`src/rtl/ntt_mdc_sched.sv`:
```
// Purpose : job sequencer for the MDC NTT pipeline; feeds input BRAM reads, tracks latency, drives output BRAM writes.
// Latency : first read 1 cycle after accept; first write 1+DELAY_BRAM+LAT cycles after accept; done one cycle after last write.
// Backpr. : one job at a time, req_ready low while busy; output writes are never stalled.
module ntt_mdc_sched #(
    parameter int LOGN       = 8,
    parameter int DELAY_BRAM = 1,
    parameter int LAT_FNTT   = 64,
    parameter int LAT_INTT   = 72
) (
    input  logic            i_clk,
    input  logic            i_rst,
    input  logic            i_req_valid,
    input  logic            i_req_intt,
    output logic            o_req_ready,
    output logic            o_rd_en,
    output logic [LOGN-2:0] o_rd_addr,
    output logic            o_pipe_start,
    output logic            o_pipe_intt,
    output logic            o_wr_en,
    output logic [LOGN-2:0] o_wr_addr,
    output logic            o_busy,
    output logic            o_done
);

    localparam int AW      = LOGN - 1;
    localparam int LAT_MAX = (LAT_FNTT > LAT_INTT) ? LAT_FNTT : LAT_INTT;
    localparam int CW      = $clog2(DELAY_BRAM + LAT_MAX + 2);

    // Counter value seen in the cycle just before the first write.
    localparam logic [CW-1:0] TGT_F     = CW'(DELAY_BRAM + LAT_FNTT - 1);
    localparam logic [CW-1:0] TGT_I     = CW'(DELAY_BRAM + LAT_INTT - 1);
    localparam logic [AW-1:0] ADDR_LAST = '1;

    typedef enum logic [2:0] {
        S_IDLE,
        S_FEED,
        S_WAIT,
        S_DRAIN,
        S_DONE
    } state_t;

    state_t          r_state;
    logic            r_req_ready;
    logic            r_rd_en;
    logic [AW-1:0]   r_rd_addr;
    logic            r_pipe_intt;
    logic            r_wr_en;
    logic [AW-1:0]   r_wr_addr;
    logic            r_busy;
    logic            r_done;
    logic            r_lat_run;
    logic [CW-1:0]   r_lat_cnt;

    logic [CW-1:0]   w_lat_tgt;
    logic            w_lat_hit;
    logic            w_rd_last;
    logic            w_wr_last;

    // Latency target follows the latched mode only, never the live request input.
    assign w_lat_tgt = r_pipe_intt ? TGT_I : TGT_F;
    assign w_lat_hit = r_lat_run && (r_lat_cnt == w_lat_tgt);
    assign w_rd_last = r_rd_en && (r_rd_addr == ADDR_LAST);
    assign w_wr_last = r_wr_en && (r_wr_addr == ADDR_LAST);

    // Job FSM; read stream, latency counter and write address run alongside the state so reads and writes may overlap.
    always_ff @(posedge i_clk) begin
        if (i_rst) begin
            r_state     <= S_IDLE;
            r_req_ready <= 1'b1;
            r_rd_en     <= 1'b0;
            r_rd_addr   <= '0;
            r_pipe_intt <= 1'b0;
            r_wr_en     <= 1'b0;
            r_wr_addr   <= '0;
            r_busy      <= 1'b0;
            r_done      <= 1'b0;
            r_lat_run   <= 1'b0;
            r_lat_cnt   <= '0;
        end else begin
            if (r_rd_en) begin
                r_rd_addr <= r_rd_addr + 1'b1;
                if (w_rd_last) begin
                    r_rd_en <= 1'b0;
                end
            end
            if (r_lat_run) begin
                if (w_lat_hit) begin
                    r_lat_run <= 1'b0;
                end else begin
                    r_lat_cnt <= r_lat_cnt + 1'b1;
                end
            end
            if (r_wr_en) begin
                r_wr_addr <= r_wr_addr + 1'b1;
            end

            case (r_state)
                S_IDLE: begin
                    if (i_req_valid && r_req_ready) begin
                        r_state     <= S_FEED;
                        r_req_ready <= 1'b0;
                        r_busy      <= 1'b1;
                        r_pipe_intt <= i_req_intt;
                        r_rd_en     <= 1'b1;
                        r_rd_addr   <= '0;
                        r_wr_addr   <= '0;
                        r_lat_cnt   <= '0;
                        r_lat_run   <= 1'b1;
                    end
                end
                S_FEED: begin
                    // Short latency: start draining while the read stream is still running.
                    if (w_lat_hit) begin
                        r_state <= S_DRAIN;
                        r_wr_en <= 1'b1;
                    end else if (w_rd_last) begin
                        r_state <= S_WAIT;
                    end
                end
                S_WAIT: begin
                    if (w_lat_hit) begin
                        r_state <= S_DRAIN;
                        r_wr_en <= 1'b1;
                    end
                end
                S_DRAIN: begin
                    if (w_wr_last) begin
                        r_wr_en <= 1'b0;
                        r_done  <= 1'b1;
                        r_state <= S_DONE;
                    end
                end
                S_DONE: begin
                    r_done      <= 1'b0;
                    r_busy      <= 1'b0;
                    r_req_ready <= 1'b1;
                    r_state     <= S_IDLE;
                end
                default: begin
                    r_state <= S_IDLE;
                end
            endcase
        end
    end

    // Start strobe tracks read enable through the BRAM read latency.
    generate
        if (DELAY_BRAM == 0) begin : g_ps_direct
            assign o_pipe_start = r_rd_en;
        end else begin : g_ps_delay
            logic [DELAY_BRAM-1:0] r_ps_sr;

            // Shift line cleared on reset so no stale start reaches stage 0.
            always_ff @(posedge i_clk) begin
                if (i_rst) begin
                    r_ps_sr <= '0;
                end else begin
                    r_ps_sr <= (r_ps_sr << 1) | DELAY_BRAM'(r_rd_en);
                end
            end

            assign o_pipe_start = r_ps_sr[DELAY_BRAM-1];
        end
    endgenerate

    assign o_req_ready = r_req_ready;
    assign o_rd_en     = r_rd_en;
    assign o_rd_addr   = r_rd_addr;
    assign o_pipe_intt = r_pipe_intt;
    assign o_wr_en     = r_wr_en;
    assign o_wr_addr   = r_wr_addr;
    assign o_busy      = r_busy;
    assign o_done      = r_done;

endmodule
```
`config.mk`:
```
export PLATFORM = sky130hd
export DESIGN_NAME = ntt_mdc_sched
export DESIGN_NICKNAME = d
export VERILOG_FILES = /design/src/rtl/ntt_mdc_sched.sv
export SDC_FILE = /design/constraint.sdc
export NUM_CORES = 1
export LEC_CHECK = 0
export BUFFER_PORTS_ARGS = -buffer_cell sky130_fd_sc_hd__clkbuf_2
export CAP_MARGIN = 20
export CORE_MARGIN = 1.5
export CORE_UTILIZATION = 58
export CTS_CLUSTER_DIAMETER = 120
export DETAILED_ROUTE_END_ITERATION = 10
export GPL_TIMING_DRIVEN = 0
export PLACE_DENSITY = 0.94
export SLEW_MARGIN = 10
export SYNTH_ARGS = -nofsm -noshare
export SYNTH_HDL_FRONTEND = slang
export SYNTH_SLANG_ARGS = --single-unit
```
`constraint.sdc`:
```
create_clock -name i_clk -period 2.4 [get_ports i_clk]
set_clock_uncertainty 0.1 [all_clocks]
set_input_delay 0.48 -clock i_clk [delete_from_list [all_inputs] [get_ports i_clk]]
set_output_delay 0.48 -clock i_clk [all_outputs]
set_load 0.02 [all_outputs]
```
# Word level (Yosys, flattened, before mapping)
# Cells that the tools add are included.
# totals
register_bits	32
latchBits	0
ram_bits	0
rom_bits	0
elab_cells	75
n_memories	0
# op_classes
add_sub_neg	3
multipliers	0
div	0
magnitude_cmp	0
n_eq_ne	12
n_shift	0
muxes	34
bitwise	0
n_reduce_logical	14
# op_table
operator	n
7-bit 2-to-1 mux	10
7-bit by 1-bit adder with 7-bit output (second input constant)	3
3-bit 2-to-1 mux	5
7-bit == test (second input constant)	2
1-bit 2-to-1 mux	13
3-bit one-hot mux with 4 select lines	1
1-bit one-hot mux with 2 select lines	4
7-bit == test	1
3-bit by 2-bit == test with 1-bit output (second input constant)	2
2-bit != test (second input constant)	3
2-bit AND reduction	3
2-bit nonzero test	3
1-bit logical AND	4
4-bit 2-to-1 mux	1
4-bit AND reduction	1
3-bit by 1-bit == test with 1-bit output (second input constant)	1
3-bit == test (second input constant)	1
3-bit logical NOT	1
3-bit != test (second input constant)	1
3-bit AND reduction	1
2-bit by 1-bit != test with 1-bit output (second input constant)	1
2-bit OR reduction	1

# Longest topological paths before layout
# Gate-level depths: netlist of run 1.
# depth
word_depth	7
depth_mapped	6
mapped_depth_nobuf	6

# Worst setup path before layout of run 1
# Ideal clock, no wire load.
# synth_timing
kind	reg2reg
from	register r_rd_addr[0], in the netlist o_rd_addr[0]
to	register r_state[0]
setup_time_ns	0.128
arrival_time_ns	1.399
required_time_ns	2.172
path_slack_ns	0.773
stages_incl_launch_ff	7
n_path_buf	0
period_less_slack_ns	1.627
path_cell_list	dfxtp_1 > ha_1 > and4_1 > nand4_1 > a21oi_1 > o32ai_1 > mux2i_1
# synth_between
elab_chain_cells	4
# synth_lines
item	line	text
start: declaration	45	logic [AW-1:0] r_rd_addr;
start signal: assignment	81	r_rd_addr <= r_rd_addr + 1'b1;
7-bit == test	62	assign w_rd_last = r_rd_en && (r_rd_addr == ADDR_LAST);
1-bit logical AND	62	
3-bit != test (no line)	-	
4-bit AND reduction (no line)	-	
end signal: assignment	68	r_state <= S_IDLE;
end signal: assignment	100	r_state <= S_FEED;
end signal: assignment	114	r_state <= S_DRAIN;
end: declaration	42	state_t r_state;
# No other way between the ends.
# A chain may end at the register's enable or synchronous reset.

# Worst setup path after layout of run 1
# layout_timing
from	register r_wr_addr[0], in the netlist o_wr_addr[0]
to	register r_state[1]
# layout_between
elab_chain_cells	4
# layout_lines
item	line	text
start: declaration	48	logic [AW-1:0] r_wr_addr;
start signal: assignment	94	r_wr_addr <= r_wr_addr + 1'b1;
7-bit == test	63	assign w_wr_last = r_wr_en && (r_wr_addr == ADDR_LAST);
1-bit logical AND	63	
2-bit != test (no line)	-	
4-bit AND reduction (no line)	-	
# No other way between the ends.

==> flow_metrics.env, run 1 <==
export IMPL_status="finished, final reports clean"
export IMPL_antenna_found_initial=0
export IMPL_fp_row_count=18
export IMPL_synth_area_leaders="dfxtp_1, nor2_1, xnor2_1, xor2_1, nand2_1"
export IMPL_fin_crit_sh=0.731
export IMPL_insertion_delay_ns=0.34
export IMPL_areaGrowthSynthToFinish_pct=14.7
export IMPL_syn_nets=172
export IMPL_hold_viol_final=0
export IMPL_clkTransAtPathRegs_ns=0.09
export IMPL_crit_arrival_ns=1.89
export IMPL_routed_wl_um=2870
export IMPL_synth_top_cell_area_share=0.436
export IMPL_place_congestion=0.790
export IMPL_multiInputGateArea_um2=753
export IMPL_port_buffers=24
export IMPL_cts_buffers=5
export IMPL_die_w_um=53.3
export IMPL_hold_buffers=0
export IMPL_ys_seq_area_frac=0.436
export IMPL_power_leakage_nw=0.667
export IMPL_ys_ff_latch=32
export IMPL_ys_async_sr_fraction=0
export IMPL_layout_cells_non_filler=226
export IMPL_syn_inst=164
export IMPL_end_kind="register"
export IMPL_synth_most_common_cell="dfxtp_1"
export IMPL_r2r_slack_ns=0.64
export IMPL_path_buf_inv=0
export IMPL_grt_pass1_vias=1080
export IMPL_rsz0062_at_grt="false"
export IMPL_seq_area_um2=641
export IMPL_yosysTopAreaCell="dfxtp_1"
export IMPL_holdWs_ns=0.282
export IMPL_fin_crit_ns=1.76
export IMPL_cp_slowest_stage_delay_ns=0.41
export IMPL_ctsResizeCount=0
export IMPL_worst_slew_pin_slew_ns=0.468
export IMPL_cts_sinks=32
export IMPL_diodes=0
export IMPL_cp_max_fo=4
export IMPL_p_per_area_mw_per_mm2=602
export IMPL_post_cts_setup_buffer_count=0
export IMPL_ys_warnings_count=0
export IMPL_htreeDepth=2
export IMPL_ir_drop_mv=0.762
export IMPL_drt_initial_drc_count=26
export IMPL_worstSetupStartpointType="register"
export IMPL_max_freq_mhz=570
export IMPL_die_y_um=53.3
export IMPL_dp_hpwl_um=2140
export IMPL_rr_worst_depth=6
export IMPL_setup_violations_final=0
export IMPL_yosysUniqueCellTypes=37
export IMPL_start_util=0.603
export IMPL_die_area_mm2=0.00284
export IMPL_synth_area_mm2=0.00147
export IMPL_cp_cell_sequence="ha_1 -> nand3_1 -> nor3_1 -> and3_1 -> nor4_1 -> o21a_1"
export IMPL_syn_area_per_cell_um2=8.95
export IMPL_final_antenna_net_count=0
export IMPL_slew_violations=0
export IMPL_synth_ff_type="dfxtp_1"
export IMPL_io_pins=25
export IMPL_holdPathStages=3
export IMPL_path_delay_family="simple AND/OR/NAND/NOR gates"
export IMPL_first_pass_iters=4
export IMPL_tns_ns=0
export IMPL_synth_edff_count=0
export IMPL_cp_required_ns=2.53
export IMPL_hp_class="in -> reg"
export IMPL_crit_slowest_cell="dfxtp_1"
export IMPL_synth_common_cells="dfxtp_1, nor2_1, nand2_1, xnor2_1, xor2_1"
export IMPL_grt_usage=0.231
export IMPL_worst_path_stages=6
export IMPL_tritoncts="yes"
export IMPL_final_layout_size_suffix_gt1_frac=0.219
export IMPL_viasPerCell=5.38
export IMPL_num_vias=1216
export IMPL_grt_ovfl_total=0
export IMPL_placed_cells=218
export IMPL_root_buffer="clkbuf_4"
export IMPL_grt_pass1_wl_um=4620
export IMPL_wl_per_cell_um=12.7
export IMPL_cap_viol_max_count=0
export IMPL_finalNetCount=203
export IMPL_cts_path_max_buffers=2
export IMPL_drcViolationCount=0
export IMPL_grt_max_degree=11
export IMPL_critical_path_class="reg -> reg"
export IMPL_core_area_mm2=0.00243
export IMPL_nFillCells=185
export IMPL_slew_headroom=0.688
cell type report:
type,instances,area share
Buffer,10,0.0349
Clock buffer,8,0.0349
Inverter,4,0.00892
Sequential cell,32,0.380
Timing Repair Buffer,24,0.0713
Multi-Input combinational cell,118,0.447
Tap cell,30,0.0223
per-stage QoR:
stage	utilization	setup slack, ns	area [um^2]	total power, mW
6_report	0.692	0.645	1680	1.01
5_1_grt	0.692	0.540	1680	1.05
4_1_cts	0.692	0.636	1680	1.02
3_5_place_dp	0.668	0.654	1630	0.703
3_3_place_gp	0.668	0.706	1630	0.695
2_1_floorplan	-	0.773	1470	0.669
cells by family after synthesis:
logic type / synth area share
and+or+nand+nor: 0.273
muxes: 0.0273
buffers and inverters: 0.0503
adders and majority gates: 0.0341
xor gates and xnor gates: 0.107
DFF: 0.436
AOI/OAI and AO/OA: 0.0716
worst reg2reg max path, stage by stage, from the launching register on:
cell	delay, ns
dfxtp_1	0.41
ha_1	0.21
nand3_1	0.11
nor3_1	0.36
and3_1	0.25
nor4_1	0.07
o21a_1	0.14
layout by cell type, fill, tap and decap left out, types with 3 or more instances in the layout:
cell,synthesis,layout
xor2_1,9,9
buf_2,5,5
nand3_1,6,6
ha_1,4,4
clkbuf_1,3,5
inv_1,4,4
clkbuf_4,0,5
clkbuf_2,0,24
nand2_1,14,14
a21oi_1,7,7
nor3_1,3,3
nand4_1,8,8
dfxtp_1,32,32
mux2i_1,4,4
xnor2_1,9,9
nor2_1,31,31
routing by layer:
layer	track usage	share of wire	routed length, um
met1	0.272	0.45	1300
met2	0.370	0.48	1370
met3	0.0537	0.042	121
met4	0.150	0.027	78
met5	0	0	0
path summary, 6_finish.rpt:
kind / start / to
max: o_wr_addr[0]$_SDFF_PP0_ / r_state[1]$_SDFFE_PP0P_
min: i_req_intt / o_pipe_intt$_SDFFE_PP0P_
max reg2reg: o_wr_addr[0]$_SDFF_PP0_ / r_state[1]$_SDFFE_PP0P_
min reg2reg: r_lat_cnt[1]$_SDFF_PP0_ / r_lat_cnt[1]$_SDFF_PP0_
registers in the layout (all words and copies together), names as in the netlist, 3 cells and up:
register,flops
o_rd_addr,7
o_wr_addr,7
r_lat_cnt,7
r_state,3
power by group:
group / internal [mW] / switching, mW
registers: 0.548 / 0.0114
clock network: 0.144 / 0.179
logic: 0.0496 / 0.0819
total: 0.742 / 0.272
Power figures use the tool's default switching activity.
==> inputs of run 2 (changes only) <==
--- a/config.mk
+++ b/config.mk
@@ -8,11 +8,11 @@
 export BUFFER_PORTS_ARGS = -buffer_cell sky130_fd_sc_hd__clkbuf_2
 export CAP_MARGIN = 20
 export CORE_MARGIN = 1.5
-export CORE_UTILIZATION = 58
+export CORE_UTILIZATION = 54
 export CTS_CLUSTER_DIAMETER = 120
 export DETAILED_ROUTE_END_ITERATION = 10
 export GPL_TIMING_DRIVEN = 0
-export PLACE_DENSITY = 0.94
+export PLACE_DENSITY = 0.89
 export SLEW_MARGIN = 10
 export SYNTH_ARGS = -nofsm -noshare
 export SYNTH_HDL_FRONTEND = slang
==> constraint.sdc (replaced) <==
create_clock -name i_clk -period 1.7 [get_ports i_clk]
set_clock_uncertainty 0.1 [all_clocks]
set_input_delay 0.34 -clock i_clk [delete_from_list [all_inputs] [get_ports i_clk]]
set_output_delay 0.34 -clock i_clk [all_outputs]
set_load 0.02 [all_outputs]
==> flow_metrics.env, run 2 (synthesized netlist as in run 1, its figures left out) <==
export IMPL_grt_ovfl_total=0
export IMPL_tns_ns=0
export IMPL_crit_arrival_ns=1.78
export IMPL_rsz0062_at_grt="true"
export IMPL_clkTransAtPathRegs_ns=0.09
export IMPL_top_usage_layer="met2"
export IMPL_ir_drop_mv=0.713
export IMPL_drt_initial_drc_count=31
export IMPL_wl_per_cell_um=12.6
export IMPL_tritoncts="yes"
export IMPL_num_vias=1224
export IMPL_placed_cells=218
export IMPL_grt_use_met1=0.276
export IMPL_grt_usage=0.226
export IMPL_place_congestion=0.883
export IMPL_grt_pass1_vias=1083
export IMPL_p_per_area_mw_per_mm2=843
export IMPL_viasPerCell=5.39
export IMPL_areaGrowthSynthToFinish_pct=17.6
export IMPL_hold_buffers=0
export IMPL_end_kind="register"
export IMPL_cts_sinks=32
export IMPL_hp_class="in -> reg"
export IMPL_antenna_found_initial=0
export IMPL_die_w_um=55.1
export IMPL_final_antenna_net_count=0
export IMPL_finalNetCount=205
export IMPL_diodes=0
export IMPL_io_pins=25
export IMPL_slew_violations=0
export IMPL_max_freq_mhz=620
export IMPL_cts_buffers=5
export IMPL_port_buffers=24
export IMPL_cp_max_fo=4
export IMPL_die_y_um=55.1
export IMPL_power_leakage_nw=0.703
export IMPL_holdWs_ns=0.140
export IMPL_fin_crit_sh=0.948
export IMPL_cp_required_ns=1.86
export IMPL_status="finished, final reports clean"
export IMPL_layout_cells_non_filler=227
export IMPL_cap_viol_max_count=0
export IMPL_drcViolationCount=0
export IMPL_routed_wl_um=2860
export IMPL_worst_slew_pin_slew_ns=0.489
export IMPL_r2r_slack_ns=0.09
export IMPL_start_util=0.582
export IMPL_fp_row_count=18
export IMPL_grt_max_degree=11
export IMPL_slew_headroom=0.674
export IMPL_final_cell_mix="nor2_1, dfxtp_1, clkbuf_2"
export IMPL_critical_path_class="reg -> reg"
export IMPL_dp_hpwl_um=2010
export IMPL_root_buffer="clkbuf_4"
export IMPL_layout_commonest_cell="nor2_1"
export IMPL_insertion_delay_ns=0.33
export IMPL_grt_use_met3=0.0591
export IMPL_worstSetupStartpointType="register"
export IMPL_setup_violations_final=0
export IMPL_fin_crit_ns=1.61
export IMPL_htreeDepth=2
export IMPL_grt_use_met2=0.363
export IMPL_first_pass_iters=4
export IMPL_core_area_mm2=0.00252
export IMPL_cts_path_max_buffers=2
export IMPL_final_layout_size_suffix_gt1_frac=0.254
export IMPL_grt_pass1_wl_um=4730
export IMPL_die_area_mm2=0.00304
export IMPL_hold_viol_final=0
[run 2: cell count changes in the layout (fill, tap and decap cells not counted)]
cell      delta
buf_4        +2
clkbuf_1     -2
clkbuf_8     +1
dfxtp_1      -2
dfxtp_2      +2
nor3_1       -1
nor3_4       +1
o32ai_1      -1
o32ai_2      +1
[run 2: per-stage QoR]
step	instance area, um^2	utilization	setup slack (ns)	power (mW)
4_1_cts	1690	0.670	0.0281	1.46
3_5_place_dp	1630	0.644	0.0422	0.991
6_report	1730	0.685	0.0877	1.45
2_1_floorplan	1470	-	0.0733	0.944
3_3_place_gp	1630	0.644	0.0880	0.983
5_1_grt	1730	0.685	-0.0387	1.53
[run 2: worst max-delay path, cell delays in order (launching register included)]
cell and delay, ns:
dfxtp_2 0.35, ha_1 0.22, and4_1 0.25, nand4_1 0.11, a21oi_1 0.08, o32ai_2 0.22
mux2i_1 0.21
[run 2: power breakdown]
part           leakage, nW  switching, mW  internal [mW]
combinational        0.405          0.117         0.0777
clock               0.0374          0.237          0.234
sequential           0.260         0.0151          0.774
[run 2: cell type report]
cell class | count | area, um^2
buffer | 10 | 58.8
clock buffer | 7 | 65.1
fill | 202 | 796
inverter | 4 | 15.0
multi-input combinational | 118 | 772
sequential | 32 | 643
tap | 30 | 37.5
timing repair buffer | 26 | 135
[run 2: final timing paths]
check / from / to / depth (start not counted)
setup / recovery: o_rd_addr[0]$_SDFF_PP0_ / r_state[0]$_SDFFE_PP0P_ / 6
hold / removal: i_req_intt / o_pipe_intt$_SDFFE_PP0P_ / 3
setup reg to reg: o_rd_addr[0]$_SDFF_PP0_ / r_state[0]$_SDFFE_PP0P_ / 6
hold reg to reg: o_busy$_SDFFE_PP0P_ / o_busy$_SDFFE_PP0P_ / 2
[run 2: per-layer routing]
metal,vias up,part of all wire,routed length [um]
met4,0,0.024,70
met3,7,0.042,119
li1,625,-,-
met2,27,0.47,1350
met1,565,0.46,1320
met5,-,0,0
[run 2: repair_timing]
item                                    in CTS  in global routing
resized for setup                            0                  5
endpoints found under the setup margin       0                 24
buffers inserted                             0                  2
hold endpoints to repair                     0                  0
==> inputs of run 3 (changes only) <==
--- a/config.mk
+++ b/config.mk
@@ -8,11 +8,11 @@
 export BUFFER_PORTS_ARGS = -buffer_cell sky130_fd_sc_hd__clkbuf_2
 export CAP_MARGIN = 20
 export CORE_MARGIN = 1.5
-export CORE_UTILIZATION = 54
+export CORE_UTILIZATION = 53
 export CTS_CLUSTER_DIAMETER = 120
 export DETAILED_ROUTE_END_ITERATION = 10
 export GPL_TIMING_DRIVEN = 0
-export PLACE_DENSITY = 0.89
+export PLACE_DENSITY = 0.88
 export SLEW_MARGIN = 10
 export SYNTH_ARGS = -nofsm -noshare
 export SYNTH_HDL_FRONTEND = slang
==> flow_metrics.env, run 3 (synthesized netlist as in run 1, its figures left out) <==
export IMPL_dpl_instance_area_mm2=0.00163
export IMPL_wl_per_cell_um=12.4
export IMPL_fin_crit_sh=0.960
export IMPL_clkTransAtPathRegs_ns=0.08
export IMPL_min_from="i_req_intt"
export IMPL_tritoncts="yes"
export IMPL_grt_pass1_wl_um=4890
export IMPL_hold_viol_final=0
export IMPL_final_cell_mix="nor2_1, dfxtp_1, clkbuf_2"
export IMPL_tns_ns=0
export IMPL_drcViolationCount=0
export IMPL_cp_slowest_stage_delay_ns=0.35
export IMPL_holdPathEnd="o_pipe_intt$_SDFFE_PP0P_"
export IMPL_max_freq_mhz=613
export IMPL_final_area_mm2=0.00171
export IMPL_finalNetCount=206
export IMPL_cts_path_max_buffers=2
export IMPL_nFillCells=208
export IMPL_r2r_end="r_state[0]$_SDFFE_PP0P_"
export IMPL_final_layout_size_suffix_gt1_frac=0.260
export IMPL_cap_viol_max_count=0
export IMPL_start_util=0.577
export IMPL_die_y_um=55.6
export IMPL_critical_path_class="reg -> reg"
export IMPL_cts_buffers=5
export IMPL_die_area_mm2=0.00309
export IMPL_crit_arrival_ns=1.79
export IMPL_slew_headroom=0.662
export IMPL_worstSetupStartpointType="register"
export IMPL_setup_violations_final=0
export IMPL_end_kind="register"
export IMPL_pre_cts_ws_ns=0.0277
export IMPL_areaGrowthSynthToFinish_pct=16.5
export IMPL_crit_slowest_cell="dfxtp_2"
export IMPL_cp_cell_sequence="ha_1 -> and4_2 -> nand4_1 -> a21oi_1 -> o32ai_2 -> mux2i_1"
export IMPL_r2r_start="o_rd_addr[0]$_SDFF_PP0_"
export IMPL_ir_drop_mv=0.555
export IMPL_hp_class="in -> reg"
export IMPL_place_congestion=0.883
export IMPL_power_leakage_nw=0.695
export IMPL_grt_usage=0.200
export IMPL_worst_slew_pin_slew_ns=0.507
export IMPL_cp_required_ns=1.86
export IMPL_r2r_slack_ns=0.07
export IMPL_grt_max_degree=11
export IMPL_io_pins=25
export IMPL_routed_wl_um=2800
export IMPL_fin_crit_ns=1.63
export IMPL_dp_hpwl_um=2000
export IMPL_port_buffers=24
export IMPL_first_pass_iters=4
export IMPL_core_area_mm2=0.00254
export IMPL_rr_worst_depth=6
export IMPL_final_antenna_net_count=0
export IMPL_drt_initial_drc_count=34
export IMPL_fp_row_count=18
export IMPL_insertion_delay_ns=0.33
export IMPL_status="finished, final reports clean"
export IMPL_cp_max_fo=4
export IMPL_die_w_um=55.6
export IMPL_path_delay_family="simple AND/OR/NAND/NOR gates"
export IMPL_cts_sinks=32
export IMPL_antenna_found_initial=0
export IMPL_slew_violations=0
export IMPL_root_buffer="clkbuf_4"
export IMPL_path_buf_inv=0
export IMPL_layout_commonest_cell="nor2_1"
export IMPL_holdWs_ns=0.154
export IMPL_diodes=0
export IMPL_viasPerCell=5.45
export IMPL_num_vias=1231
export IMPL_p_per_area_mw_per_mm2=791
export IMPL_htreeDepth=2
export IMPL_fin_ws_ns=0.0687
export IMPL_utilization=0.672
export IMPL_grt_pass1_vias=1173
export IMPL_grt_ovfl_total=0
export IMPL_holdPathStages=3
export IMPL_rsz0062_at_grt="false"
[run 3: metrics by stage]
step | cells | power (mW)
global placement | 218 | 0.983
CTS | 223 | 1.35
floorplan | 164 | 0.944
detailed placement | 218 | 0.991
global route | 226 | 1.42
finish | 226 | 1.35
[run 3: what timing repair did]
item / CTS / global route
resized for setup: 0 / 7
setup buffers: 0 / 3
setup endpoints to repair: 0 / 25
hold buffers: 0 / 0
endpoints found under the hold margin: 0 / 0
[run 3: final cells by class]
cell class,instances,area (um^2),area share
Multi-Input combinational cell,118,773,0.452
Sequential cell,32,644,0.377
Timing Repair Buffer,27,143,0.0835
Buffer,10,58.8,0.0344
Clock buffer,5,37.5,0.0220
Tap cell,30,37.5,0.0220
Inverter,4,15.0,0.00878
[run 3: layer usage]
metal | global-route usage | vias to the layer above | part of all wire
met4 | 0.129 | 0 | 0.023
li1 | - | 616 | -
met1 | 0.241 | 577 | 0.47
met3 | 0.0488 | 8 | 0.048
met5 | 0 | - | 0
met2 | 0.318 | 30 | 0.46
[run 3: where the power goes]
group / leakage, nW / internal [mW] / switching, mW
clock: 0.0230 / 0.138 / 0.229
sequential: 0.261 / 0.774 / 0.0146
combinational: 0.411 / 0.0780 / 0.118
total: 0.695 / 0.990 / 0.362
[run 3: worst min-delay path: stages]
cell and delay [ns]:
clkbuf_2 0.08, mux2i_1 0.05, nor2_1 0.08
[run 3: worst max path at each step]
| stage | startpoint | to | slack [ns] | cells after the start |
|---|---|---|---|---|
| floorplan | o_rd_addr[0]$_SDFF_PP0_ | r_state[0]$_SDFFE_PP0P_ | 0.07 | 6 |
| global placement | o_rd_addr[0]$_SDFF_PP0_ | r_state[0]$_SDFFE_PP0P_ | 0.09 | 6 |
| detailed placement | o_wr_addr[0]$_SDFF_PP0_ | r_state[1]$_SDFFE_PP0P_ | 0.03 | 6 |
| CTS | o_rd_addr[0]$_SDFF_PP0_ | r_state[0]$_SDFFE_PP0P_ | 0.005 | 6 |
| global route | o_rd_addr[0]$_SDFF_PP0_ | r_state[0]$_SDFFE_PP0P_ | 0.007 | 6 |
| finish | o_rd_addr[0]$_SDFF_PP0_ | r_state[0]$_SDFFE_PP0P_ | 0.07 | 6 |
